[src/rtl/sync_fifo_reader.sv]
// Read-side drain engine for a sync_fifo: pops the FIFO head into a 2-entry skid
// buffer and presents it on a registered VALID/BUSY stream, with flush and a transfer counter.
module sync_fifo_reader #(
    parameter int N  = 16,
    parameter int CW = 8
) (
    input  logic          iCLOCK,
    input  logic          iRESET_SYNC,
    input  logic          iREMOVE,
    output logic          oFIFO_REMOVE,
    output logic          oFIFO_RD_EN,
    input  logic [N-1:0]  iFIFO_RD_DATA,
    input  logic          iFIFO_RD_EMPTY,
    output logic          oVALID,
    output logic [N-1:0]  oDATA,
    input  logic          iBUSY,
    output logic [CW-1:0] oXFER_COUNT,
    output logic [1:0]    oDBG_STATE
);

    localparam logic [1:0] ST_EMPTY = 2'd0;
    localparam logic [1:0] ST_ONE   = 2'd1;
    localparam logic [1:0] ST_TWO   = 2'd2;

    // Handshake: a word moves downstream on any posedge where oVALID && !iBUSY.
    // The FIFO pops on any posedge where oFIFO_RD_EN is high; the pop never looks
    // at iBUSY, the skid slot absorbs the word popped in the cycle a stall appears.

    logic [1:0]    state_q, state_d;
    logic [N-1:0]  entry0_q, entry0_d;
    logic [N-1:0]  entry1_q, entry1_d;
    logic [CW-1:0] count_q, count_d;

    logic pop;
    logic xfer;

    assign pop  = !iFIFO_RD_EMPTY && (state_q != ST_TWO) && !iREMOVE && !iRESET_SYNC;
    assign xfer = (state_q != ST_EMPTY) && !iBUSY;

    always_comb begin
        state_d  = state_q;
        entry0_d = entry0_q;
        entry1_d = entry1_q;
        count_d  = count_q;

        case (state_q)
            ST_EMPTY: begin
                if (pop) begin
                    state_d  = ST_ONE;
                    entry0_d = iFIFO_RD_DATA;
                end
            end
            ST_ONE: begin
                if (pop && xfer) begin
                    entry0_d = iFIFO_RD_DATA;
                end else if (pop) begin
                    state_d  = ST_TWO;
                    entry1_d = iFIFO_RD_DATA;
                end else if (xfer) begin
                    state_d  = ST_EMPTY;
                end
            end
            ST_TWO: begin
                if (xfer) begin
                    state_d  = ST_ONE;
                    entry0_d = entry1_q;
                end
            end
            default: begin
                state_d = ST_EMPTY;
            end
        endcase

        // A flush drops buffered words but leaves entry0 so oDATA keeps its last value.
        if (iREMOVE) begin
            state_d = ST_EMPTY;
            count_d = '0;
        end else if (xfer) begin
            count_d = count_q + 1'b1;
        end
    end

    always_ff @(posedge iCLOCK) begin
        if (iRESET_SYNC) begin
            state_q  <= ST_EMPTY;
            entry0_q <= '0;
            entry1_q <= '0;
            count_q  <= '0;
        end else begin
            state_q  <= state_d;
            entry0_q <= entry0_d;
            entry1_q <= entry1_d;
            count_q  <= count_d;
        end
    end

    assign oFIFO_REMOVE = iREMOVE;
    assign oFIFO_RD_EN  = pop;
    assign oVALID       = (state_q != ST_EMPTY);
    assign oDATA        = entry0_q;
    assign oXFER_COUNT  = count_q;
    assign oDBG_STATE   = state_q;

endmodule

[config.mk]
export PLATFORM = sky130hd
export DESIGN_NAME = sync_fifo_reader
export DESIGN_NICKNAME = d
export VERILOG_FILES = /design/src/rtl/sync_fifo_reader.sv
export SDC_FILE = /design/constraint.sdc
export NUM_CORES = 1
export LEC_CHECK = 0
export ABC_AREA = 0
export CORE_AREA = 2 2 64 66
export CTS_CLUSTER_SIZE = 40
export DETAILED_ROUTE_END_ITERATION = 8
export DIE_AREA = 0 0 66 68
export DONT_BUFFER_PORTS = 1
export PLACE_DENSITY = 0.8
export SLEW_MARGIN = 25
export SYNTH_ARGS = -nofsm -noshare
export SYNTH_HDL_FRONTEND = slang
export SYNTH_SLANG_ARGS = --single-unit
export TNS_END_PERCENT = 5
[constraint.sdc]
create_clock -name iCLOCK -period 1.5 [get_ports iCLOCK]
set_input_delay 0.3 -clock iCLOCK [delete_from_list [all_inputs] [get_ports iCLOCK]]
set_output_delay 0.3 -clock iCLOCK [all_outputs]
set_load 0.05 [all_outputs]
### Word level (Yosys, flattened, before mapping)

Cells that the tools add are included.

| word-level totals | value |
|---|---|
| output and inout port bits | 29 |
| bits of input ports | 21 |
| flip-flop bits (word level) | 42 |

| operators by class | value |
|---|---|
| equal/unequal tests | 8 |
| $add $sub $neg | 1 |
| reduce and logical (&&, ||, !) cells | 16 |
| mux-type cells | 10 |
| bitwise logic cells | 1 |

Operators with widths:

| cell | number |
|---|---|
| two-way mux 16 bit | 3 |
| case mux 16 bit (3 select lines) | 1 |
| two-way mux 2 bit | 5 |
| inequality test 2 bit, second input constant | 5 |
| adder 8 x 1 -> 8 bit, second input constant | 1 |
| AND reduction 4 bit | 2 |
| case mux 2 bit (3 select lines) | 1 |
| logical AND 1 bit | 5 |
| logical NOT 1 bit | 4 |
| inequality test 3 bit, second input constant | 1 |
| AND reduction 3 bit | 1 |
| nonzero test 3 bit | 1 |
| == test 2 x 1 -> 1 bit, second input constant | 1 |
| == test 2 bit, second input constant | 1 |
| logical NOT 2 bit | 1 |
| nonzero test 2 bit | 1 |
| OR reduction 2 bit | 1 |
| NOT 1 bit | 1 |

### Longest topological paths before layout

Gate-level depths: netlist of the first run.

| logic depth | value |
|---|---|
| depth in word-level cells | 7 |
| depth in mapped cells | 6 |
| mapped depth without buffers | 4 |

### Least setup slack after synthesis of the first run

OpenSTA, ideal clock, no wires.

| timing path | value |
|---|---|
| path kind | input to output |
| start point | in iRESET_SYNC |
| end point | out oFIFO_RD_EN |
| setup slack | -525 ps |
| path buffers | 3 |
| cell stages on the path | 5 |
| arrival time | 1725 ps |
| cells stage by stage | buf_4 > or3_1 > clkbuf_1 > clkbuf_1 > nor2_1 |

| on the way | value |
|---|---|
| cells in the longest elaborated chain, start to end | 2 |

RTL lines:

| what | line | source |
|---|---|---|
| start: declaration | 8 | `input logic iRESET_SYNC,` |
| logical NOT 1 bit | 37 | `assign pop = !iFIFO_RD_EMPTY && (state_q != ST_TWO) && !iREMOVE && !iRESET_SYNC;` |
| logical AND 1 bit | 37 |  |
| end: declaration | 11 | `output logic oFIFO_RD_EN,` |

No other way between the ends.

### Worst setup path after layout of the first run

| timing path | value |
|---|---|
| start point | reg state_q[1], in the netlist oDBG_STATE[1] |
| end point | out oVALID |

| on the way | value |
|---|---|
| cells in the longest elaborated chain, start to end | 1 |

RTL lines:

| what | line | source |
|---|---|---|
| start: declaration | 29 | `logic [1:0] state_q, state_d;` |
| start signal: assignment | 90 | `state_q <= state_d;` |
| nonzero test 2 bit | 99 | `assign oVALID = (state_q != ST_EMPTY);` |
| end: declaration | 14 | `output logic oVALID,` |

No other way between the ends.

==> results by stage, run 1 <==
STA:
- Once routing completed, OpenROAD measured the worst setup slack at about 0.023 ns.
- Setup repair after global routing could not meet its margin everywhere.
- The transition time at the pin with the least slew margin is about 0.51 ns.
- The count of endpoints failing setup in the final report is 0.
- Between clock sinks in the finished design, the worst skew comes to around 0.0034 ns.
- The minimum period implied by the final worst setup slack is between 1 and 1.5 ns.
- The maximum clock frequency is about 680 MHz.
- Of the available clock period, the critical path in the final layout requires 0.9849.
- The total count of hold-check failures in the final report was 0.
- The total count of max-transition violations in the final report is 0.
- The worst pin sits at a relative slew slack of 0.6626.

Yosys:
- The average instance in the mapped netlist occupies approximately 9.5 sq um.
- The post-synthesis net count is 234.
- During synthesis, Yosys emitted a total of 0 warnings.
- Synthesis produced about 210 cells.
- After synthesis the netlist holds a flip-flop and latch count of 42.
- The mapped netlist covers between 0.002 and 0.0025 sq mm.
- For this run, the register share of the synthesized area comes to 0.4166.
- After synthesis, the netlist uses 36 different library cells.

GRT:
- The number of antenna violations at the first check in global routing came to 0.
- The first-pass GRT wire length is between 7000 and 8000 microns.
- The global router's overall resource usage is 0.2172.
- The remaining global-route overflow is 0.
- The largest net degree at the start of global routing is 37.
- The via count of the first global-routing pass is between 1500 and 2000.

Worst setup path:
- For the worst flop-to-flop path, the logic depth is 3.
- The delay contributed by the slowest stage of the critical path is roughly 0.36 ns.
- The number of buffers and inverters on the critical path is 1.
- Data on the critical path arrives at its endpoint at approximately 1.2 ns.
- The critical path is of the reg -> out type.
- The worst flop-to-flop path startpoint is oDBG_STATE[0].
- Of all nets on the critical path, the largest fanout is 8.
- The worst setup path is launched from a register.
- Traced cell by cell, the critical path runs through buf_4 -> or2_4.
- The gate family responsible for the most delay along the worst path is flip-flops.
- The critical path launch point is oDBG_STATE[1].
- STA classifies the critical path endpoint as a primary output.
- The logic depth of the worst path, buffers included is 2.
- The required time of the worst setup path is 1.20 ns.
- The library cell contributing the largest single delay on the critical path is sky130_fd_sc_hd__dfxtp_2.

CTS:
- The clock tree root driver cell is sky130_fd_sc_hd__clkbuf_8.
- CTS saw between 40 and 50 sinks.
- The hold-fix buffer count after cts is 0.
- Clock latency on the worst-skew pair, taken at its later pin, is ~0.29 ns.
- TritonCTS built the clock tree.
- TritonCTS created 5 clock buffers.
- Once the clock tree was built, the setup fixing pass inserted 0 buffers.
- The maximum count of clock buffers along a single path is 2.
- The CTS H-tree depth is 2.
- After clock tree synthesis, the clock-pin slew on the worst setup and hold paths is around 0.08 ns.

Final layout:
- For this run, the post-layout net count is around 260.
- The final cell area excluding filler cells is approximately 0.0024 sq mm.
- The growth of design area from synthesis to finish is 16.74%.
- The non-filler instance count after layout is ~280.
- The antenna diode count is 0.
- The share of post-route cells with drive strength above 1 is 0.2949.
- The layout has roughly 340 filler cells.

Power and ir drop:
- The worst-case IR drop observed on VDD is ~0.60 mV.
- For this design the static power due to leakage is about 0.9 nW.
- Power spread over the standard cell area amounts to 913.7 mW/mm^2.
- The total power of the final layout is about 2.2 mW.

Drt:
- For this block, the routed nets add up to 4725 microns of wire.
- Dividing the detail-routed via count by the number of cells gives just under 6.
- After detailed routing, the number of remaining DRC violations is 0.
- The average wire per standard cell is roughly 17 microns.
- The starting DRC count in detailed routing is about 130.
- Across all layers, the routed design uses around 1700 vias.
- Before antenna repair, the detailed router went through 4 iterations.
- The count of nets left with antenna violations after detail routing is 0.

Min path:
- In this run the most critical hold path is launched from iRESET_SYNC.
- The worst hold path belongs to the class in -> reg.
- The number of cells on the worst hold path is 1.

Place:
- The worst setup slack after placement is 0.1091 ns.
- The placed instance count is around 280.
- The HPWL after detailed placement is between 3000 and 4000 microns.
- In this run the cell area measured after placement is 0.002257 sq mm.
- The global placer's final weighted congestion is slightly below 0.8.
- Input and output buffers added on the ports amount to 0.

Floorplanning:
- The initial core utilization is 0.5234.
- The die is approximately 68 microns tall.
- The die covers about 0.0045 sq mm.
- During I/O placement, the number of pins put on the boundary was 50.
- The number of rows created at floorplan is 23.
- The x dimension of the die is about 66 microns.
- The core outline area is between 0.003 and 0.004 sq mm.

Run:
- Max-cap violations in this run came to 0.

Outcome:
- The run finished with clean final reports.
-- final timing paths --
check | end | slack (ns)
worst min register to register | entry1_q[11] | 0.47
worst max register to register | oDATA[12] | 0.10
worst min-delay path | entry1_q[11] | 0.07
worst max-delay path | oVALID | 0.02
-- report_power, final --
part	switching (mW)	total, mW	internal (mW)	leakage [nW]
registers	0.0215	1.16	1.14	0.342
clock network	0.385	0.713	0.328	0.0452
logic	0.180	0.277	0.0966	0.532
total	0.587	2.15	1.57	0.919
-- worst register-to-register path, cell delays in order (launching register included) --
cell and delay (ns):
sky130_fd_sc_hd__dfxtp_2 0.38, sky130_fd_sc_hd__a2111oi_4 0.32, sky130_fd_sc_hd__a21o_2 0.45, sky130_fd_sc_hd__a211oi_1 0.14
-- sequential cells by signal (all words and copies together), names as in the netlist --
register / cells
entry1_q: 16
oXFER_COUNT: 8
oDBG_STATE: 2
oDATA: 16
-- final cells by class --
cell class / count / area [sq um] / share of cell area
clock inverter: 2 / 13.76 / 0.005842
tap: 50 / 62.56 / 0.02655
inverter: 2 / 7.507 / 0.003186
sequential: 42 / 845.8 / 0.3590
clock buffer: 6 / 72.57 / 0.03080
multi-input combinational: 146 / 1055 / 0.4477
timing repair buffer: 36 / 299.0 / 0.1269
-- kinds of logic (layout without fill, tap and decap cells) --
kind of cell               after synthesis  after routing  synth area share
adders and majority gates                1              1          0.006199
buffers and inverters                   24             46           0.06880
DFF                                     42             42            0.4166
muxes                                   17             17           0.08431
and+or+nand+nor                         44             44            0.1265
xor gates and xnor gates                 1              1          0.004341
AOI/OAI and AO/OA                       83             83            0.2932
-- cells in the mapped netlist, drive strengths merged --
| master | n | share of area |
|---|---|---|
| xor2 | 1 | 0.0043 |
| nor2b | 2 | 0.0062 |
| nor3 | 1 | 0.0050 |
| o31ai | 4 | 0.015 |
| or3 | 3 | 0.0093 |
| and3 | 1 | 0.0037 |
| nand4 | 1 | 0.0031 |
| a211o | 1 | 0.0050 |
| a22oi | 1 | 0.0037 |
| nand2b | 1 | 0.0031 |
| a211oi | 32 | 0.14 |
| a21oi | 23 | 0.057 |
| clkinv | 1 | 0.0019 |
| buf | 12 | 0.046 |
| nand2 | 2 | 0.0037 |
| dfxtp | 42 | 0.42 |
| or4 | 4 | 0.015 |
| nand3 | 19 | 0.047 |
| or2 | 2 | 0.0062 |
| mux2i | 17 | 0.084 |
| nor3b | 1 | 0.0062 |
| inv | 1 | 0.0019 |
| nand3b | 1 | 0.0037 |
| a2111oi | 1 | 0.014 |
| nor2 | 5 | 0.0093 |
| ha | 1 | 0.0062 |
| clkbuf | 10 | 0.019 |
| o21ai | 19 | 0.047 |
| o21bai | 1 | 0.0037 |
| a21o | 1 | 0.0043 |
| and3b | 1 | 0.0050 |
-- routing by layer --
| layer | vias up | share of wire | GRT usage |
|---|---|---|---|
| met3 | 4 | 0.060 | 0.07895 |
| met2 | 44 | 0.50 | 0.3725 |
| met5 | - | 0 | 0 |
| met1 | 796 | 0.43 | 0.2597 |
| li1 | 837 | - | - |
| met4 | 0 | 0.0083 | 0.05612 |
-- through the flow --
stage / hold WS (ns) / setup TNS, ns / util
2_1_floorplan: 0.4477 / -2.601 / -
3_3_place_gp: 0.3713 / 0 / 0.5853
3_5_place_dp: 0.3722 / 0 / 0.5853
4_1_cts: 0.05769 / -0.009649 / 0.6090
5_1_grt: 0.04759 / -0.01493 / 0.6110
6_report: 0.06596 / 0 / 0.6110
-- layout by cell type, fill, tap and decap left out, types with 5 or more instances in the layout --
| cell type | instances |
|---|---|
| sky130_fd_sc_hd__o21ai_0 | 19 |
| sky130_fd_sc_hd__clkbuf_8 | 5 |
| sky130_fd_sc_hd__mux2i_1 | 17 |
| sky130_fd_sc_hd__dfxtp_1 | 38 |
| sky130_fd_sc_hd__a21oi_1 | 23 |
| sky130_fd_sc_hd__a211oi_2 | 10 |
| sky130_fd_sc_hd__nand3_1 | 19 |
| sky130_fd_sc_hd__a211oi_1 | 22 |
| sky130_fd_sc_hd__buf_4 | 33 |
-- what timing repair did --
action	4_1_cts	5_1_grt
gates resized for setup	2	2
pin swaps	0	1
setup endpoints to repair	2	2
(Power assumes the default switching activity.)
==> run 2: changes to the inputs <==
- CORE_AREA: 2 2 64 66 -> 2 2 70 72
- DIE_AREA: 0 0 66 68 -> 0 0 72 74
- PLACE_DENSITY: 0.8 -> 0.7
- SLEW_MARGIN: 25 -> default
==> run 2 against run 1 <==
  * Design area grew 1.5%
  * Critical path depth did not move
  * Critical endpoint unchanged
  * Die area is 19% higher
  * Routed wire length grew 1.6%
  * Highest routed layer unchanged
  * Largest cell class unchanged
  * Maximum frequency is 0.25% lower
==> results by stage, run 2 (synthesis gave the netlist of run 1 again) <==
Place:
- The placement-stage cell area is approximately 0.0023 sq mm.
- Summed over all nets, the half-perimeter wirelength after detailed placement is about 3200 microns.
- Port buffering added 0 buffers.
- The placed instance count is around 280.
- The global placer's final weighted congestion is 0.7673.

Floorplanning:
- The initial core utilization is 0.4389.
- Measured along the y axis, the die boundary spans 74 microns.
- The x dimension of the die is around 72 microns.
- The total area inside the core boundary comes to 0.004598 sq mm.
- The die area is ~0.0053 sq mm.
- The number of rows created at floorplan is 25.
- The I/O pin total is 50.

Power and ir drop:
- In this run the static leakage power is between 0.9 and 1 nW.
- For this design the ratio of total power to cell area is approximately 930 mW/mm^2.
- The worst-case IR drop observed on VDD is roughly 0.43 mV.
- The total power of the final layout is around 2.2 mW.

Final layout:
- The final cell area excluding filler cells is 0.002392 sq mm.
- In the final layout, the share of cells above drive strength 1 is 0.2936.
- The library cell used most frequently in the layout, excluding fill and tap cells, is sky130_fd_sc_hd__dfxtp_1.
- The repair_antennas step left the layout with diodes totalling 0.
- For this run, the share of the core covered by cells in the final layout is 0.5203.
- In the final design database the tool counted about 260 nets.
- In the layout the commonest cells are sky130_fd_sc_hd__dfxtp_1 (38), sky130_fd_sc_hd__buf_4 (32), sky130_fd_sc_hd__a21oi_1 (23).
- The growth of design area from synthesis to finish is 18.54%.
- The non-filler instance count after layout is ~290.

CTS:
- The clock net in this run drives a total of 42 sinks.
- In this run the post-CTS setup repair buffer count came out at 0.
- Clock-pin slew was measured on the worst setup and hold paths at 0.09 ns.
- In this run the clock root is driven by a sky130_fd_sc_hd__clkbuf_8.
- In this run the deepest clock path goes through 2 buffers.
- The number of buffers created by CTS is 5.
- In this run the number of H-tree levels came out at 2.
- Clock latency on the worst-skew pair, taken at its later pin, is ~0.3 ns.
- Hold repair after CTS inserted 0 buffers.
- TritonCTS built the clock tree.

STA:
- The total count of max-transition violations in the final report is 0.
- The smallest clock period supported by the final layout is computed as 1.481 ns.
- At the pin with the least slew margin, the transition time is approximately 0.37 ns.
- Setup violations remaining at the end of the flow were counted as 0.
- The total count of hold-check failures in the final report is 0.
- The setup total negative slack is 0 ns.
- Setup repair after global routing could not meet its margin everywhere.
- The worst-case clock skew is 0.009069 ns.
- The worst relative slew slack is 0.7515.
- Timing would allow up to a little under 700 MHz.
- The final worst-path cycle share is 0.9874.

Drt:
- The starting DRC count in detailed routing is 113.
- The average wire per standard cell is between 15 and 20 microns.
- Using the TritonRoute via totals, the vias-per-cell ratio works out to 5.934.
- Wires add up to 4801 microns.
- The remaining routing DRC violations is 0.
- The detail route stage leaves a number of antenna-violating nets equal to 0.
- For this run, the detailed router's first-pass iteration total came to 4.
- Detailed routing inserted a total of between 1500 and 2000 vias.

Worst setup path:
- The gate family responsible for the most delay along the worst path is flip-flops.
- The critical path capture point type is a primary output.
- The critical register-to-register path endpoint is oXFER_COUNT[5].
- The slowest stage of the critical path belongs to the cell sky130_fd_sc_hd__dfxtp_4.
- The internal reg-to-reg setup slack is 0.12 ns.
- Measured in cells, the most critical reg-to-reg path has a length of 4.
- Data on the critical path is required at its endpoint by approximately 1.2 ns.
- The delay contributed by the slowest stage of the critical path is approximately 0.38 ns.
- The buffer and inverter count on the worst path is 1.
- The critical path is of the reg -> out type.
- The worst register-to-register path begins at oDBG_STATE[0].
- Traced cell by cell, the critical path runs through buf_6 -> or2_4.
- The worst path arrival time is between 1 and 1.5 ns.
- Of all nets on the critical path, the largest fanout is 8.
- The startpoint kind of the worst setup timing path is a register.
- The critical path crosses 2 cells after its start point.

GRT:
- The number of antenna violations at the first check in global routing is 0.
- The remaining global-route overflow is 0.
- The largest net degree at the start of global routing is 37.
- The via count of the first global-routing pass was about 1600.
- The first-pass GRT wire length is 8004 microns.
- The global router's overall resource usage is 0.1949.

Min path:
- The worst min-delay path endpoint is oDATA[6].
- The type of the tightest min-delay check is in -> reg.
- The worst min-delay path startpoint is iRESET_SYNC.
- Along the worst hold path, the cell count comes to 1.

Outcome:
- The flow ran to the end, and the final reports show no timing, DRC or antenna violations.

Run:
- The max capacitance violation total is 0.
run 2: layer usage:
layer  share of wire  GRT usage  vias to the layer above  routed length (microns)
met5               0          0                        -                        0
met4           0.010    0.06709                        0                       48
met3           0.080    0.08130                        6                      383
met2            0.47     0.2984                       42                     2260
met1            0.44     0.2500                      824                     2109
li1                -          -                      843                        -
run 2: cell type report:
| cell class | count | area, sq um |
|---|---|---|
| repair buffers | 37 | 322.8 |
| fillers | 420 | 2206 |
| well taps | 54 | 67.56 |
| flip-flops and latches | 42 | 848.3 |
| inverters | 2 | 7.507 |
| clock buffers | 7 | 86.33 |
| clock inverters | 1 | 8.758 |
| multi-input cells | 146 | 1051 |
run 2: power by group:
part	leakage (nW)	switching [mW]	internal [mW]	total, mW
Combinational	0.545	0.184	0.101	0.285
Clock	0.0489	0.412	0.381	0.793
Sequential	0.343	0.0171	1.14	1.16
run 2: timing repair:
action,CTS,global route
endpoints found under the setup margin,2,5
pin swaps,1,0
resized for setup,3,2
run 2: through the flow:
stage,hold slack [ns],setup slack [ns]
after CTS,0.04208,0.001457
final,0.07148,0.01893
after detailed placement,0.3721,0.1236
after global routing,0.04132,-0.02129
after global placement,0.3705,0.1452
after floorplan,0.4477,-0.1686
run 2: worst max-delay path by stage:
| stage | startpoint | end | slack [ns] |
|---|---|---|---|
| 4_1_cts | oDBG_STATE[0] | oVALID | 0.001 |
| 5_1_grt | oDBG_STATE[1] | oVALID | -0.02 |
| 3_5_place_dp | oDBG_STATE[0] | oDATA[10] | 0.12 |
| 2_1_floorplan | iRESET_SYNC | oFIFO_RD_EN | -0.17 |
| 3_3_place_gp | oDBG_STATE[0] | oXFER_COUNT[5] | 0.15 |
| 6_report | oDBG_STATE[0] | oVALID | 0.02 |
==> run 3: changes to the inputs <==
- SETUP_SLACK_MARGIN: default -> 0.3
==> run 3 against run 2 <==
  * Design area rose by 4.2%
  * Flip-flop and latch count did not move
  * Routed wire length rose by 5.8%
  * Worst setup slack improved by 0.022 ns
  * Clock power fell by 11%
  * Global-route usage barely moved
  * Sequential share of layout area fell by 1.3 points
  * Clock skew fell by 0.0027 ns
  * Critical endpoint unchanged
  * Largest cell class unchanged
  * Highest routed layer unchanged
==> results by stage, run 3 (synthesis gave the netlist of run 1 again) <==
Worst setup path:
- The library cell contributing the largest single delay on the critical path is sky130_fd_sc_hd__dfxtp_4.
- The worst setup path is launched from a register.
- The signal on the critical path passes through buf_12 -> or2_4.
- The worst setup path is captured at a primary output.
- For flop-to-flop paths, the worst setup slack is about 0.090 ns.
- The critical path launch point is oDBG_STATE[0].
- The kind of critical path is reg -> out.
- Of all nets on the critical path, the largest fanout is 6.
- In this run the critical register-to-register path is launched from oDBG_STATE[0].
- The number of cells on the worst reg-to-reg path is 5.
- The worst path arrival time is about 1.2 ns.
- For the worst setup path, the data required time is ~1.2 ns.
- The delay contributed by the slowest stage of the critical path is 0.40 ns.
- The worst register-to-register path ends at oDATA[4].

STA:
- The total count of hold-check failures in the final report was 0.
- For the pin with the worst max-slew slack, the measured transition is a little over 0.5 ns.
- The count of endpoints failing setup in the final report is 0.
- The maximum clock frequency is between 600 and 700 MHz.
- Of the available clock period, the critical path in the final layout requires 0.9729.
- Once routing completed, OpenROAD measured the worst setup slack at roughly 0.041 ns.
- The total count of max-transition violations in the final report came to 0.
- Setup repair after global routing could not meet its margin everywhere.
- The worst-case clock skew is 0.006380 ns.
- The smallest clock period supported by the final layout is computed as approximately 1.5 ns.
- The worst relative slew slack is 0.6573.

Final layout:
- Of the cells placed in the final design, the portion with a size suffix greater than 1 is 0.3279.
- The growth of design area from synthesis to finish is 23.56%.
- The library cells used most frequently in the layout, excluding fill and tap cells, are sky130_fd_sc_hd__buf_4 (38), sky130_fd_sc_hd__dfxtp_1 (38), sky130_fd_sc_hd__a21oi_1 (23).
- The count of nets after finishing is around 270.
- The antenna diode count is 0.

Floorplanning:
- The die area is 0.005328 sq mm.
- The die is 74 microns tall.
- The number of rows created at floorplan is 25.
- The total area inside the core boundary comes to ~0.0046 sq mm.
- The I/O pin total is 50.
- The x dimension of the die is between 70 and 80 microns.
- The initial core utilization is 0.4389.

Power and ir drop:
- Of the total power, combinational logic draws 0.138.
- Of the total power, the share spent switching nets is 0.2718.
- For this design the ratio of total power to cell area is 869.9 mW/mm^2.
- The clock share of power is 0.327.
- Cell internal power was estimated by the tool at about 1.6 mW.
- The analysis attributes to cell leakage a power of approximately 0.99 nW.
- The worst-case IR drop observed on VDD is roughly 0.37 mV.
- Power comes to 2.169 mW.
- The power share of the sequential group is 0.535.
- The analysis attributes to net switching a power of about 0.59 mW.

Drt:
- The starting DRC count in detailed routing is 107.
- In the final routed layout, each cell accounts on average for approximately 17 microns.
- The count of nets left with antenna violations after detail routing is 0.
- The detailed-route vias per instance is approximately 6.
- The remaining routing DRC violations is 0.
- The overall via count from detail_route is about 1800.
- For this block, the routed nets add up to around 5000 microns of wire.
- The first detailed-routing pass took 4 iterations.

GRT:
- The first global-routing pass estimated around 8000 microns of wire.
- The most heavily used metal layer in global routing is met2.
- Entering global routing, the biggest net connects 37 pins.
- The global routing usage on met2 is 0.3138.
- The number of antenna violations at the first check in global routing is 0.
- For this run, the total global-route usage over all layers was measured as 0.1949.
- In the global route stage, met3 resource usage came out at 0.06233.
- The met1 track demand over resource is 0.2454.
- The via count of the first global-routing pass came to approximately 1700.
- The remaining global-route overflow is 0.

Place:
- The number of buffer cells added on primary ports is 0.
- The half-perimeter wire length after placement is between 3000 and 4000 microns.
- The global placer's final weighted congestion is approximately 0.76.
- The worst setup slack after placement is roughly 0.071 ns.

CTS:
- After clock tree synthesis, the clock-pin slew on the worst setup and hold paths is 0.08 ns.
- At the later pin of the worst-skew pair, clock insertion delay measures 0.29 ns.
- The tree is rooted in a sky130_fd_sc_hd__clkbuf_8.
- In this run the deepest clock path goes through 2 buffers.
- The number of buffers created by CTS is 5.
- TritonCTS built the clock tree.
- The clock net in this run drives a total of 42 sinks.
- In this run the number of H-tree levels came out at 2.
- After clock tree synthesis, the flow added hold-fix buffers numbering 0.

Min path:
- The path with the worst hold slack has its endpoint at entry1_q[11].
- The number of cells on the worst hold path is 1.
- The worst hold path begins at iRESET_SYNC.
- The min-delay analysis places its worst path in the category in -> reg.

Outcome:
- The run finished with clean final reports.

Run:
- The tool flagged a number of max-cap violations equal to 0.
-- run 3: layout make-up --
| type | instances | area, sq um |
|---|---|---|
| Fill cell | 418 | 2105 |
| Multi-Input combinational cell | 146 | 1072 |
| Inverter | 2 | 11.26 |
| Clock buffer | 6 | 72.57 |
| Sequential cell | 42 | 850.8 |
| Clock inverter | 2 | 13.76 |
| Timing Repair Buffer | 46 | 405.4 |
| Tap cell | 54 | 67.56 |
-- run 3: layer usage --
metal	vias to the layer above	part of all wire
met5	-	0
met4	0	0.018
met3	8	0.085
met2	68	0.48
met1	832	0.42
li1	857	-
-- run 3: worst max-delay path, delay by kind of cell, from the launching register on --
family                 cells  cell delay, ns
buffers and inverters      1            0.16
DFF                        1            0.40
and+or+nand+nor            1            0.30
-- run 3: worst max-delay path by stage --
stage	depth (start not counted)	slack (ns)	to
final	2	0.04	oVALID
after global routing	2	0.01	oVALID
after CTS	2	0.03	oVALID
after detailed placement	4	0.07	oDATA[12]
after global placement	4	0.13	oDATA[12]
after floorplan	5	-0.15	oDATA[0]
-- run 3: what timing repair did --
item / CTS / global route
pin swaps: 1 / 4
endpoints found under the setup margin: 36 / 51
setup buffers: 2 / 1
gates cloned: 0 / 1
gates resized for setup: 5 / 11
-- run 3: power by group through the flow --
stage	logic, mW	clock network (mW)	registers (mW)
floorplan	0.159	0	1.27
global placement	0.281	0	1.19
detailed placement	0.284	0	1.19
CTS	0.293	0.740	1.16
global route	0.316	0.785	1.16
finish	0.299	0.709	1.16
-- run 3: through the flow --
| step | cells | util | area (sq um) | hold slack (ns) | setup TNS [ns] |
|---|---|---|---|---|---|
| 2_1_floorplan | 212 | - | 2042 | 0.4477 | -2.054 |
| 3_3_place_gp | 286 | 0.5050 | 2322 | 0.3719 | 0 |
| 3_5_place_dp | 286 | 0.5050 | 2322 | 0.3754 | 0 |
| 4_1_cts | 296 | 0.5301 | 2437 | 0.05598 | 0 |
| 5_1_grt | 298 | 0.5423 | 2494 | 0.05029 | 0 |
| 6_report | 298 | 0.5423 | 2494 | 0.07110 | 0 |
